`src/rtl/fb_arbiter_pkg.sv`:
```
`default_nettype none
// ============================================================================
// Module      : fb_arbiter_pkg
// Description : Shared types and constants for the framebuffer arbiter and
//               the display timing block's fetch-request logic.
// Revision    : 1.0 - initial release
// ============================================================================
package fb_arbiter_pkg;

  // Arbiter states: the port is either free for draw writes or owned by a
  // line-fetch burst.
  typedef enum logic [0:0] {
    ST_IDLE  = 1'b0,
    ST_FETCH = 1'b1
  } arb_state_t;

  // Cycles from read strobe to valid read data at the RAM port.
  localparam int RD_LAT = 1;

  // Width of line numbers and column indices.
  localparam int LINE_W = 13;

endpackage
`default_nettype wire

```
`src/rtl/fb_fetch_addr.sv`:
```
`default_nettype none
// ============================================================================
// Module      : fb_fetch_addr
// Description : Line-fetch address generator. Latches the line base address,
//               counts the burst column and flags the last column.
// Revision    : 1.0 - initial release
// ============================================================================
module fb_fetch_addr
  import fb_arbiter_pkg::*;
#(
  parameter int H_RES  = 640,
  parameter int ADDR_W = 19
) (
  input  logic              i_pixclk,
  input  logic              i_rst_n,
  input  logic              i_load,
  input  logic              i_step,
  input  logic [LINE_W-1:0] i_fetch_line,
  output logic [LINE_W-1:0] o_col,
  output logic [ADDR_W-1:0] o_next_addr,
  output logic              o_last
);

  localparam logic [LINE_W-1:0] c_last_col = LINE_W'(H_RES - 1);

  logic [ADDR_W-1:0] w_line_base;
  logic [LINE_W-1:0] w_col_inc;
  logic [ADDR_W-1:0] r_base;
  logic [LINE_W-1:0] r_col;

  // Product is formed at address width so it wraps modulo 2^ADDR_W.
  assign w_line_base = ADDR_W'(i_fetch_line) * ADDR_W'(H_RES);
  assign w_col_inc   = r_col + LINE_W'(1);

  // A new burst starts at the line base; otherwise the next read is base+col+1.
  assign o_next_addr = i_load ? w_line_base : (r_base + ADDR_W'(w_col_inc));
  assign o_last      = (r_col == c_last_col);
  assign o_col       = r_col;

  // Base latch and column counter; col tracks the read currently on the port.
  always_ff @(posedge i_pixclk or negedge i_rst_n) begin
    if (!i_rst_n) begin
      r_base <= '0;
      r_col  <= '0;
    end else if (i_load) begin
      r_base <= w_line_base;
      r_col  <= '0;
    end else if (i_step) begin
      r_col  <= w_col_inc;
    end
  end

endmodule
`default_nettype wire

```
`src/rtl/fb_arbiter.sv`:
```
`default_nettype none
// ============================================================================
// Module      : fb_arbiter
// Description : Single-port framebuffer arbiter. Display line fetches get
//               absolute priority as one back-to-back burst; draw writes use
//               every other cycle. Read data is returned with its column.
// Revision    : 1.0 - initial release
// ============================================================================
module fb_arbiter
  import fb_arbiter_pkg::*;
#(
  parameter int H_RES  = 640,
  parameter int V_RES  = 480,
  parameter int ADDR_W = 19,
  parameter int DATA_W = 8
) (
  input  logic              i_pixclk,
  input  logic              i_rst_n,
  input  logic              i_fetch_start,
  input  logic [LINE_W-1:0] i_fetch_line,
  input  logic              i_wr_valid,
  output logic              o_wr_ready,
  input  logic [ADDR_W-1:0] i_wr_addr,
  input  logic [DATA_W-1:0] i_wr_data,
  output logic [ADDR_W-1:0] o_mem_addr,
  output logic              o_mem_re,
  output logic              o_mem_we,
  output logic [DATA_W-1:0] o_mem_wdata,
  input  logic [DATA_W-1:0] i_mem_rdata,
  output logic              o_pix_valid,
  output logic [DATA_W-1:0] o_pix_data,
  output logic [LINE_W-1:0] o_pix_col,
  output logic              o_busy,
  output logic              o_err
);

  localparam logic [31:0] c_v_res = V_RES;

  arb_state_t        r_state;
  arb_state_t        w_state_nxt;
  logic              w_line_ok;
  logic              w_load;
  logic              w_step;
  logic              w_issue_rd;
  logic              w_err_set;
  logic              w_wr_fire;
  logic              w_last;
  logic [ADDR_W-1:0] w_next_addr;
  logic [LINE_W-1:0] w_col;
  logic [RD_LAT-1:0] r_rd_vld;
  logic [LINE_W-1:0] r_rd_col [RD_LAT];

  assign w_line_ok  = (32'(i_fetch_line) < c_v_res);
  // Fetch request wins the port in the same cycle; nothing is ready in reset.
  assign o_wr_ready = i_rst_n & (r_state == ST_IDLE) & ~i_fetch_start;
  assign w_wr_fire  = i_wr_valid & o_wr_ready;
  assign o_busy     = (r_state == ST_FETCH);

  fb_fetch_addr #(
    .H_RES  (H_RES),
    .ADDR_W (ADDR_W)
  ) u_fetch_addr (
    .i_pixclk     (i_pixclk),
    .i_rst_n      (i_rst_n),
    .i_load       (w_load),
    .i_step       (w_step),
    .i_fetch_line (i_fetch_line),
    .o_col        (w_col),
    .o_next_addr  (w_next_addr),
    .o_last       (w_last)
  );

  // State register.
  always_ff @(posedge i_pixclk or negedge i_rst_n) begin
    if (!i_rst_n) r_state <= ST_IDLE;
    else          r_state <= w_state_nxt;
  end

  // Next-state logic: accept in-range fetches in IDLE, stream until last column.
  always_comb begin
    w_state_nxt = r_state;
    w_load      = 1'b0;
    w_step      = 1'b0;
    w_issue_rd  = 1'b0;
    w_err_set   = 1'b0;
    case (r_state)
      ST_IDLE: begin
        if (i_fetch_start) begin
          if (w_line_ok) begin
            w_load      = 1'b1;
            w_issue_rd  = 1'b1;
            w_state_nxt = ST_FETCH;
          end else begin
            w_err_set   = 1'b1;
          end
        end
      end
      ST_FETCH: begin
        // A request during a burst is an overrun; the burst carries on.
        if (i_fetch_start) w_err_set = 1'b1;
        if (w_last) begin
          w_state_nxt = ST_IDLE;
        end else begin
          w_step      = 1'b1;
          w_issue_rd  = 1'b1;
        end
      end
      default: w_state_nxt = ST_IDLE;
    endcase
  end

  // Registered memory port; read and write are mutually exclusive by state.
  always_ff @(posedge i_pixclk or negedge i_rst_n) begin
    if (!i_rst_n) begin
      o_mem_re    <= 1'b0;
      o_mem_we    <= 1'b0;
      o_mem_addr  <= '0;
      o_mem_wdata <= '0;
    end else if (w_issue_rd) begin
      o_mem_re    <= 1'b1;
      o_mem_we    <= 1'b0;
      o_mem_addr  <= w_next_addr;
    end else if (w_wr_fire) begin
      o_mem_re    <= 1'b0;
      o_mem_we    <= 1'b1;
      o_mem_addr  <= i_wr_addr;
      o_mem_wdata <= i_wr_data;
    end else begin
      o_mem_re    <= 1'b0;
      o_mem_we    <= 1'b0;
    end
  end

  // Sticky error for out-of-range lines and overruns.
  always_ff @(posedge i_pixclk or negedge i_rst_n) begin
    if (!i_rst_n)       o_err <= 1'b0;
    else if (w_err_set) o_err <= 1'b1;
  end

  // Delay line aligning read strobe and column with the RAM's read data.
  always_ff @(posedge i_pixclk or negedge i_rst_n) begin
    if (!i_rst_n) begin
      r_rd_vld <= '0;
      for (int i = 0; i < RD_LAT; i++) r_rd_col[i] <= '0;
    end else begin
      r_rd_vld[0] <= o_mem_re;
      r_rd_col[0] <= w_col;
      for (int i = 1; i < RD_LAT; i++) begin
        r_rd_vld[i] <= r_rd_vld[i-1];
        r_rd_col[i] <= r_rd_col[i-1];
      end
    end
  end

  // Pixel output register.
  always_ff @(posedge i_pixclk or negedge i_rst_n) begin
    if (!i_rst_n) begin
      o_pix_valid <= 1'b0;
      o_pix_data  <= '0;
      o_pix_col   <= '0;
    end else begin
      o_pix_valid <= r_rd_vld[RD_LAT-1];
      if (r_rd_vld[RD_LAT-1]) begin
        o_pix_data <= i_mem_rdata;
        o_pix_col  <= r_rd_col[RD_LAT-1];
      end
    end
  end

endmodule
`default_nettype wire
```
`config.mk`:
```
export PLATFORM = sky130hd
export DESIGN_NAME = fb_arbiter
export DESIGN_NICKNAME = d
export VERILOG_FILES = /design/src/rtl/fb_arbiter_pkg.sv /design/src/rtl/fb_fetch_addr.sv /design/src/rtl/fb_arbiter.sv
export SDC_FILE = /design/constraint.sdc
export NUM_CORES = 1
export LEC_CHECK = 0
export CAP_MARGIN = 20
export CORE_ASPECT_RATIO = 1.5
export CORE_MARGIN = 3
export CORE_UTILIZATION = 45
export CTS_CLUSTER_DIAMETER = 50
export CTS_CLUSTER_SIZE = 14
export DETAILED_ROUTE_END_ITERATION = 10
export PLACE_DENSITY = 0.76
export SYNTH_ARGS = -nofsm -noshare
export SYNTH_HDL_FRONTEND = slang
export SYNTH_SLANG_ARGS = --single-unit
export TNS_END_PERCENT = 20
```
`constraint.sdc`:
```
create_clock -name i_pixclk -period 2.9 [get_ports i_pixclk]
set_input_delay 0.58 -clock i_pixclk [delete_from_list [all_inputs] [get_ports i_pixclk]]
set_output_delay 0.58 -clock i_pixclk [all_outputs]
set_load 0.1 [all_outputs]
```
==> out/qor.yml, run 1 <==
m1WireLength_mm: 4.48
setup_viol: 0
detail-route-antenna-nets: 0
grt_start_max_net_pins: 53
irDropWorstVdd_v: 0.000618
hold_buffers: 0
maxSlewViolCount: 0
drc_errors: 0
rows: 44
worst_slew_pin_slew_ns: 0.847
tns_ns: 0
hold_class: "input port to asynchronous set/reset pin"
ys.flop_type: "dfrtp_1"
worstPathMaxFanout: 4
ios: 106
synthArstFlopShare_pct: 100
seqPwrFrac_pct: 30.8
pwr-share-comb_pct: 51.5
initial_utilization_pct: 46.5
wl_met2_mm: 6.28
endpoint_kind: "register"
ys.warnings.count: 0
clock_sinks: 91
grt_pass1_vias: 3834
synth.yosys.seq_area_share_pct: 50.0
dp_hpwl_mm: 8.89
viasPerCell: 5.55
intPower_uw: 3030
multi_input_area_sq_mm: 0.00228
cts.clk_slew.worst_paths_ns: 0.06
routed_wl_mm: 11.7
core-area_sq_mm: 0.00980
synth-compound-area-share_pct: 12.4
top_layer_used: "met4"
critPathRequiredTime_ns: 3.15
cts_buffer_depth: 2
dp_cells: 662
vias: 3787
skew_ns: 0.00507
cap_violations: 0
antenna_found_initial: 0
drt_iter0_markers: 200
synth_seq_cells: 91
cts-root-buf: "clkbuf_16"
rsz0062_at_grt: "true"
synthesis.nets: 497
die_area_sq_mm: 0.0114
firstDrtPassIters: 6
hold_viol: 0
synth_adder_area_share_pct: 7.48
area_delta_synth_final_pct: 37.0
cts_max_level: 3
synth_edf_count: 0
synth-simple-area-share_pct: 15.0
p_per_area_mw_per_mm2: 963
p_leak_uw: 0.00302
synth_area_sq_mm: 0.00455
fp.dieW_um: 88.1
arrival_ns: 3.03
fin_crit_ns: 2.78
period_share_pct: 96.0
crit_path_start_kind: "register"
synth_top_family_by_area: "simple AND/OR/NAND/NOR gates"
finalNonFillerCells: 682
slew_headroom_pct: 43.5
final_util_pct: 63.6
wl_per_cell_um: 17.2
seq_area_sq_mm: 0.00228
met3_length_um: 473
power.switching_uw: 2980
netlist-cell-type-count: 57
syn_area_per_cell_sq_um: 10.9
swShare_pct: 49.6
final_nets: 640
fmax_ghz: 0.359
synthXorXnorAreaFrac_pct: 4.81
cts_tree: "yes"
die_h_um: 129
status: "completed"
drive_above_1_share_pct: 29.3
clk_latency_ns: 0.33
cts_inserted_buffers: 9
muxShareOfSynthArea_pct: 7.94
critical_path_class: "register to register"
total_power_uw: 6000
port_buffers: 105
gp_congestion: 0.905
synthCells: 419
gr-total-overflow: 0
grt_pass1_wl_mm: 18.5
antennaDiodeCount: 0
grt_use_total_pct: 21.0
pwr-share-clk_pct: 17.6
nFillCells: 814
## state kept, by name (all words and copies together), names as in the netlist
register and count:
o_mem_wdata 8, o_mem_re 1, o_pix_data 8, o_mem_addr 19
u_fetch_addr.o_col 13, o_err 1, u_fetch_addr.r_base 12, o_pix_col 13
r_rd_col 13, o_mem_we 1, r_rd_vld 1, o_pix_valid 1
## kinds of logic (layout without fill, tap and decap cells)
group,Yosys count,after routing
AO/OA/AOI/OAI,83,83
XOR/XNOR,25,25
adder cells (fa/ha/maj),26,26
buffers and inverters,22,170
flip-flops,91,91
multiplexers,32,32
AND/OR/NAND/NOR,140,140
## worst max-delay path, cell delays in order, from the launching register on
cell	delay, ns
dfrtp_1	0.39
nand3_1	0.11
or3_4	0.42
xnor2_2	0.17
ha_2	0.20
fa_1	0.41
a211o_1	0.31
a21boi_2	0.16
buf_4	0.16
nor3b_2	0.05
xnor2_1	0.14
o211ai_1	0.18
## what timing repair did
action / in CTS / in global routing
setup buffers: 2 / 2
resized for setup: 4 / 15
hold endpoints to repair: 0 / 0
setup endpoints to repair: 4 / 8
pin swaps: 0 / 4
## power groups by stage
| stage | clock network, uW | logic (uW) | registers, uW |
|---|---|---|---|
| floorplan | 0 | 759 | 3380 |
| global placement | 0 | 3030 | 1860 |
| detailed placement | 0 | 3060 | 1870 |
| CTS | 1080 | 3090 | 1850 |
| global route | 1130 | 3240 | 1900 |
| finish | 1060 | 3090 | 1850 |
## synthesized netlist by cell type, types with 2 or more instances
cell type | n | area share (%)
ha_1 | 24 | 6.6
o21a_1 | 2 | 0.33
clkinv_1 | 2 | 0.16
o21ai_0 | 26 | 2.9
a31oi_1 | 4 | 0.55
a211o_1 | 4 | 0.77
buf_4 | 2 | 0.33
nand4_1 | 5 | 0.69
nor2_1 | 14 | 1.2
mux2_4 | 2 | 0.66
and3_1 | 6 | 0.82
o31ai_1 | 2 | 0.33
a21o_1 | 12 | 2.0
nor3_1 | 14 | 1.5
a21oi_1 | 6 | 0.66
buf_2 | 2 | 0.22
nor3b_1 | 3 | 0.49
or3_1 | 4 | 0.55
xnor2_1 | 17 | 3.3
mux2_2 | 25 | 6.2
o22ai_1 | 4 | 0.55
buf_6 | 2 | 0.49
a221o_2 | 2 | 0.49
o211ai_1 | 4 | 0.66
a211oi_1 | 3 | 0.49
nand3b_1 | 2 | 0.33
xor2_1 | 8 | 1.5
a41oi_1 | 2 | 0.38
or4_4 | 2 | 0.49
fa_1 | 2 | 0.88
clkbuf_1 | 7 | 0.58
mux2i_1 | 5 | 1.1
and2_1 | 2 | 0.27
dfrtp_1 | 91 | 50
o2111ai_1 | 2 | 0.38
inv_1 | 5 | 0.41
nand2_1 | 66 | 5.4
nand3_1 | 15 | 1.6
## cell usage in the layout (no fill, tap or decap), types with 12 or more instances in the layout
cell type	count
ha_1	20
nor3_1	13
buf_4	95
clkdlybuf4s50_1	50
a21o_1	12
nor2_1	13
dfrtp_1	90
o21ai_0	26
xnor2_1	15
nand2_1	66
nand3_1	15
mux2_2	25
## routing by layer
layer / vias to the layer above / track usage [%]
li1: 1797 / -
met1: 1844 / 24.1
met2: 111 / 38.5
met3: 35 / 2.86
met4: 0 / 8.54
met5: - / 0
## final cells by class
class	instances	share of cell area [%]
Multi-Input combinational cell	306	36.6
Sequential cell	91	36.5
Timing Repair Buffer	146	19.8
Clock buffer	10	3.67
Tap cell	115	2.31
Clock inverter	6	0.642
Inverter	8	0.482
## worst paths after layout
path / slack, ns / depth (start not counted) / to / startpoint
max in group asynchronous: 1.49 / 3 / o_mem_addr[4] / i_rst_n
setup / recovery: 0.12 / 11 / o_mem_addr[15] / u_fetch_addr.o_col[1]
min in group i_pixclk: 0.44 / 0 / r_rd_col[1] / u_fetch_addr.o_col[1]
setup reg to reg: 0.12 / 11 / o_mem_addr[15] / u_fetch_addr.o_col[1]
hold reg to reg: 0.44 / 0 / r_rd_col[1] / u_fetch_addr.o_col[1]
hold / removal: 0.38 / 2 / r_rd_col[11] / i_rst_n
## through the flow
stage | area, sq um | setup WS (ns) | hold WS [ns]
after floorplan | 4560 | 0.00160 | 0.284
after global placement | 5830 | -0.237 | 0.418
after detailed placement | 5830 | -0.364 | 0.425
after CTS | 6130 | 0.00855 | 0.401
after global routing | 6230 | -0.00196 | 0.422
final | 6230 | 0.116 | 0.379
(Power assumes the default switching activity.)
==> inputs of run 2 (changes only) <==
--- a/config.mk
+++ b/config.mk
@@ -5,7 +5,6 @@
 export SDC_FILE = /design/constraint.sdc
 export NUM_CORES = 1
 export LEC_CHECK = 0
-export CAP_MARGIN = 20
 export CORE_ASPECT_RATIO = 1.5
 export CORE_MARGIN = 3
 export CORE_UTILIZATION = 45
==> results of run 2 <==
The final DEF is identical to that of run 1; final timing and power are the same.
==> inputs of run 3 (changes only) <==
--- a/config.mk
+++ b/config.mk
@@ -11,6 +11,7 @@
 export CTS_CLUSTER_DIAMETER = 50
 export CTS_CLUSTER_SIZE = 14
 export DETAILED_ROUTE_END_ITERATION = 10
+export HOLD_SLACK_MARGIN = 0.15
 export PLACE_DENSITY = 0.76
 export SYNTH_ARGS = -nofsm -noshare
 export SYNTH_HDL_FRONTEND = slang
==> constraint.sdc (replaced) <==
create_clock -name i_pixclk -period 2.9 [get_ports i_pixclk]
set_input_delay 0.58 -clock i_pixclk [delete_from_list [all_inputs] [get_ports i_pixclk]]
set_output_delay 0.58 -clock i_pixclk [all_outputs]
set_load 0.02 [all_outputs]
==> run 3 against run 2 <==
Net effect: core utilization increased by 0.52 points; sequential share of layout area decreased by 0.30 points; routed wire length decreased by 1.9%; maximum frequency decreased by 0.73%; die area unchanged; hold slack got worse by 0.0011 ns; combinational power decreased by 42%; worst setup slack got worse by 0.020 ns; cell count decreased by 1.0%; first-iteration DRC count increased by 14%; critical path depth decreased by 2.
==> out/qor.yml, run 3 (synthesized netlist as in run 1, its figures left out) <==
status: "completed"
hold_buffers: 0  # unchanged
largest_reg_flops: 19  # unchanged
largest-register: "o_mem_addr"
crit_path_start_kind: "input port"
die_area_sq_mm: 0.0114  # unchanged
irDropWorstVdd_v: 0.000403  # -35%
maxSlewViolCount: 0  # unchanged
wl_met2_mm: 6.16  # -1.9%
power.switching_uw: 1590  # -47%
gr-total-overflow: 0  # unchanged
pwr-share-clk_pct: 23.9  # +6.3 points
port_buffers: 105  # unchanged
crit_start: "i_fetch_line[1]"
cts_inserted_buffers: 9  # unchanged
worst_slew_pin_slew_ns: 0.950  # +0.103 ns
cap_violations: 0  # unchanged
wl_per_cell_um: 17.0  # -0.92%
slew_headroom_pct: 36.5  # -7.1 points
firstDrtPassIters: 4  # -2
multi_input_area_sq_mm: 0.00223  # -2.3%
met3_length_um: 463  # -2.1%
hold_viol: 0  # unchanged
pwr-share-comb_pct: 37.4  # -14 points
vias: 3740  # -1.2%
endpoint_kind: "register"
grt_pass1_wl_mm: 18.8  # +1.4%
fin_crit_ns: 2.80  # +0.0204 ns
cts-root-buf: "clkbuf_16"
initial_utilization_pct: 46.5  # unchanged
design_area_sq_mm: 0.00629  # +0.82%
seqPwrFrac_pct: 38.7  # +7.9 points
dp_cells: 659  # -0.45%
cts_buffer_depth: 2  # unchanged
fmax_ghz: 0.357  # -0.73%
grt_start_max_net_pins: 51  # -3.8%
final_nets: 634  # -0.94%
skew_ns: 0.0116  # +0.00655 ns
p_per_area_mw_per_mm2: 761  # -21%
top_layer_used: "met4"
mostFrequentLayoutCells: "104 x clkdlybuf4s50_1, 90 x dfrtp_1, 66 x nand2_1, 36 x buf_4, 26 x o21ai_0"
finalNonFillerCells: 675  # -1.0%
cts.clk_slew.worst_paths_ns: 0.06  # about the same
area_delta_synth_final_pct: 38.1
dp_hpwl_mm: 8.69  # -2.2%
cts_max_level: 3  # unchanged
setup_viol: 0  # unchanged
die_h_um: 129  # unchanged
grt_use_total_pct: 21.2  # +0.22 points
seq_area_sq_mm: 0.00228  # unchanged
drive_above_1_share_pct: 18.2  # -11 points
core-area_sq_mm: 0.00980  # unchanged
hold_ws_ns: 0.378  # -0.00110 ns
detail-route-antenna-nets: 0  # unchanged
gp_congestion: 0.979  # +8.2%
nFillCells: 797  # -2.1%
clk_latency_ns: 0.34  # about the same
m1WireLength_mm: 4.43  # -1.2%
regToRegStartpoint: "u_fetch_addr.o_col[1]"
swShare_pct: 33.3  # -16 points
antenna_found_initial: 0  # unchanged
ios: 106  # unchanged
hold_class: "input port to asynchronous set/reset pin"
viasPerCell: 5.54  # -0.22%
cts_tree: "yes"
critPathRequiredTime_ns: 3.13  # -0.02 ns
fp.dieW_um: 88.1  # unchanged
layout.cells.most_common: "clkdlybuf4s50_1"
p_leak_uw: 0.00291  # -3.8%
grt_pass1_vias: 3987  # +4.0%
intPower_uw: 3190  # +5.5%
arrival_ns: 3.03  # about the same
antennaDiodeCount: 0  # unchanged
rows: 44  # unchanged
drt_iter0_markers: 227  # +14%
critical_path_class: "input port to register"
clock_sinks: 91  # unchanged
drc_errors: 0  # unchanged
postPlaceCellArea_sq_mm: 0.00592  # +1.5%
period_share_pct: 96.7  # +0.70 points
routed_wl_mm: 11.5  # -1.9%
worstPathMaxFanout: 3  # -1
run 3: cell types whose count changed in the layout (fill, tap and decap cells not counted), moves of 2 or more:
cell	previous run	this run
nor3b_1	1	3
inv_6	2	0
clkdlybuf4s50_1	50	104
buf_4	95	36
clkinv_2	3	1
run 3: worst paths after layout:
path | endpoint | slack (ns) | depth (start not counted)
worst min-delay path | u_fetch_addr.o_col[11] | 0.38 | 2
worst min register to register | r_rd_col[11] | 0.44 | 0
min in group i_pixclk | r_rd_col[11] | 0.44 | 0
worst max-delay path | o_mem_addr[18] | 0.1 | 9
max in group asynchronous | u_fetch_addr.r_base[17] | 1.50 | 3
worst max register to register | o_mem_addr[15] | 0.17 | 11
run 3: critical path, stage by stage:
cell	delay [ns]
clkdlybuf4s50_1	0.43
ha_1	0.31
ha_1	0.24
fa_1	0.41
a211oi_1	0.32
nor3_1	0.10
a211oi_1	0.27
xnor2_1	0.12
a221oi_1	0.25
run 3: power groups by stage:
| stage | clock (uW) | sequential (uW) | combinational, uW |
|---|---|---|---|
| floorplan | 0 | 2070 | 718 |
| global placement | 0 | 1850 | 1750 |
| detailed placement | 0 | 1870 | 1780 |
| CTS | 1170 | 1850 | 1790 |
| global route | 1230 | 1890 | 1930 |
| finish | 1150 | 1850 | 1790 |
run 3: final cells by class:
class                   count  share of cell area [%]
well taps                 115                    2.29
inverters                   8                   0.478
clock inverters             4                   0.816
clock buffers              11                    3.86
multi-input cells         306                    35.4
repair buffers            140                    20.9
flip-flops and latches     91                    36.2
run 3: per-layer routing:
layer / vias to the layer above / track usage (%)
met3: 35 / 4.13
li1: 1777 / -
met1: 1805 / 23.9
met4: 0 / 11.1
met5: - / 0
met2: 123 / 37.3
run 3: repair_timing:
action                                  4_1_cts  5_1_grt
resized for setup                             1       16
buffers inserted                              0        1
pin swaps                                     0        3
endpoints found under the setup margin        3        8
run 3: stage by stage:
stage / total power, uW / setup TNS (ns) / setup WS [ns] / util [%]
floorplan: 2790 / 0 / 0.00160 / -
global placement: 3600 / -0.514 / -0.202 / 60.4
detailed placement: 3650 / -0.839 / -0.273 / 60.4
CTS: 4810 / 0 / 0.0212 / 63.4
global route: 5060 / -0.0174 / -0.0174 / 64.1
finish: 4780 / 0 / 0.0954 / 64.1
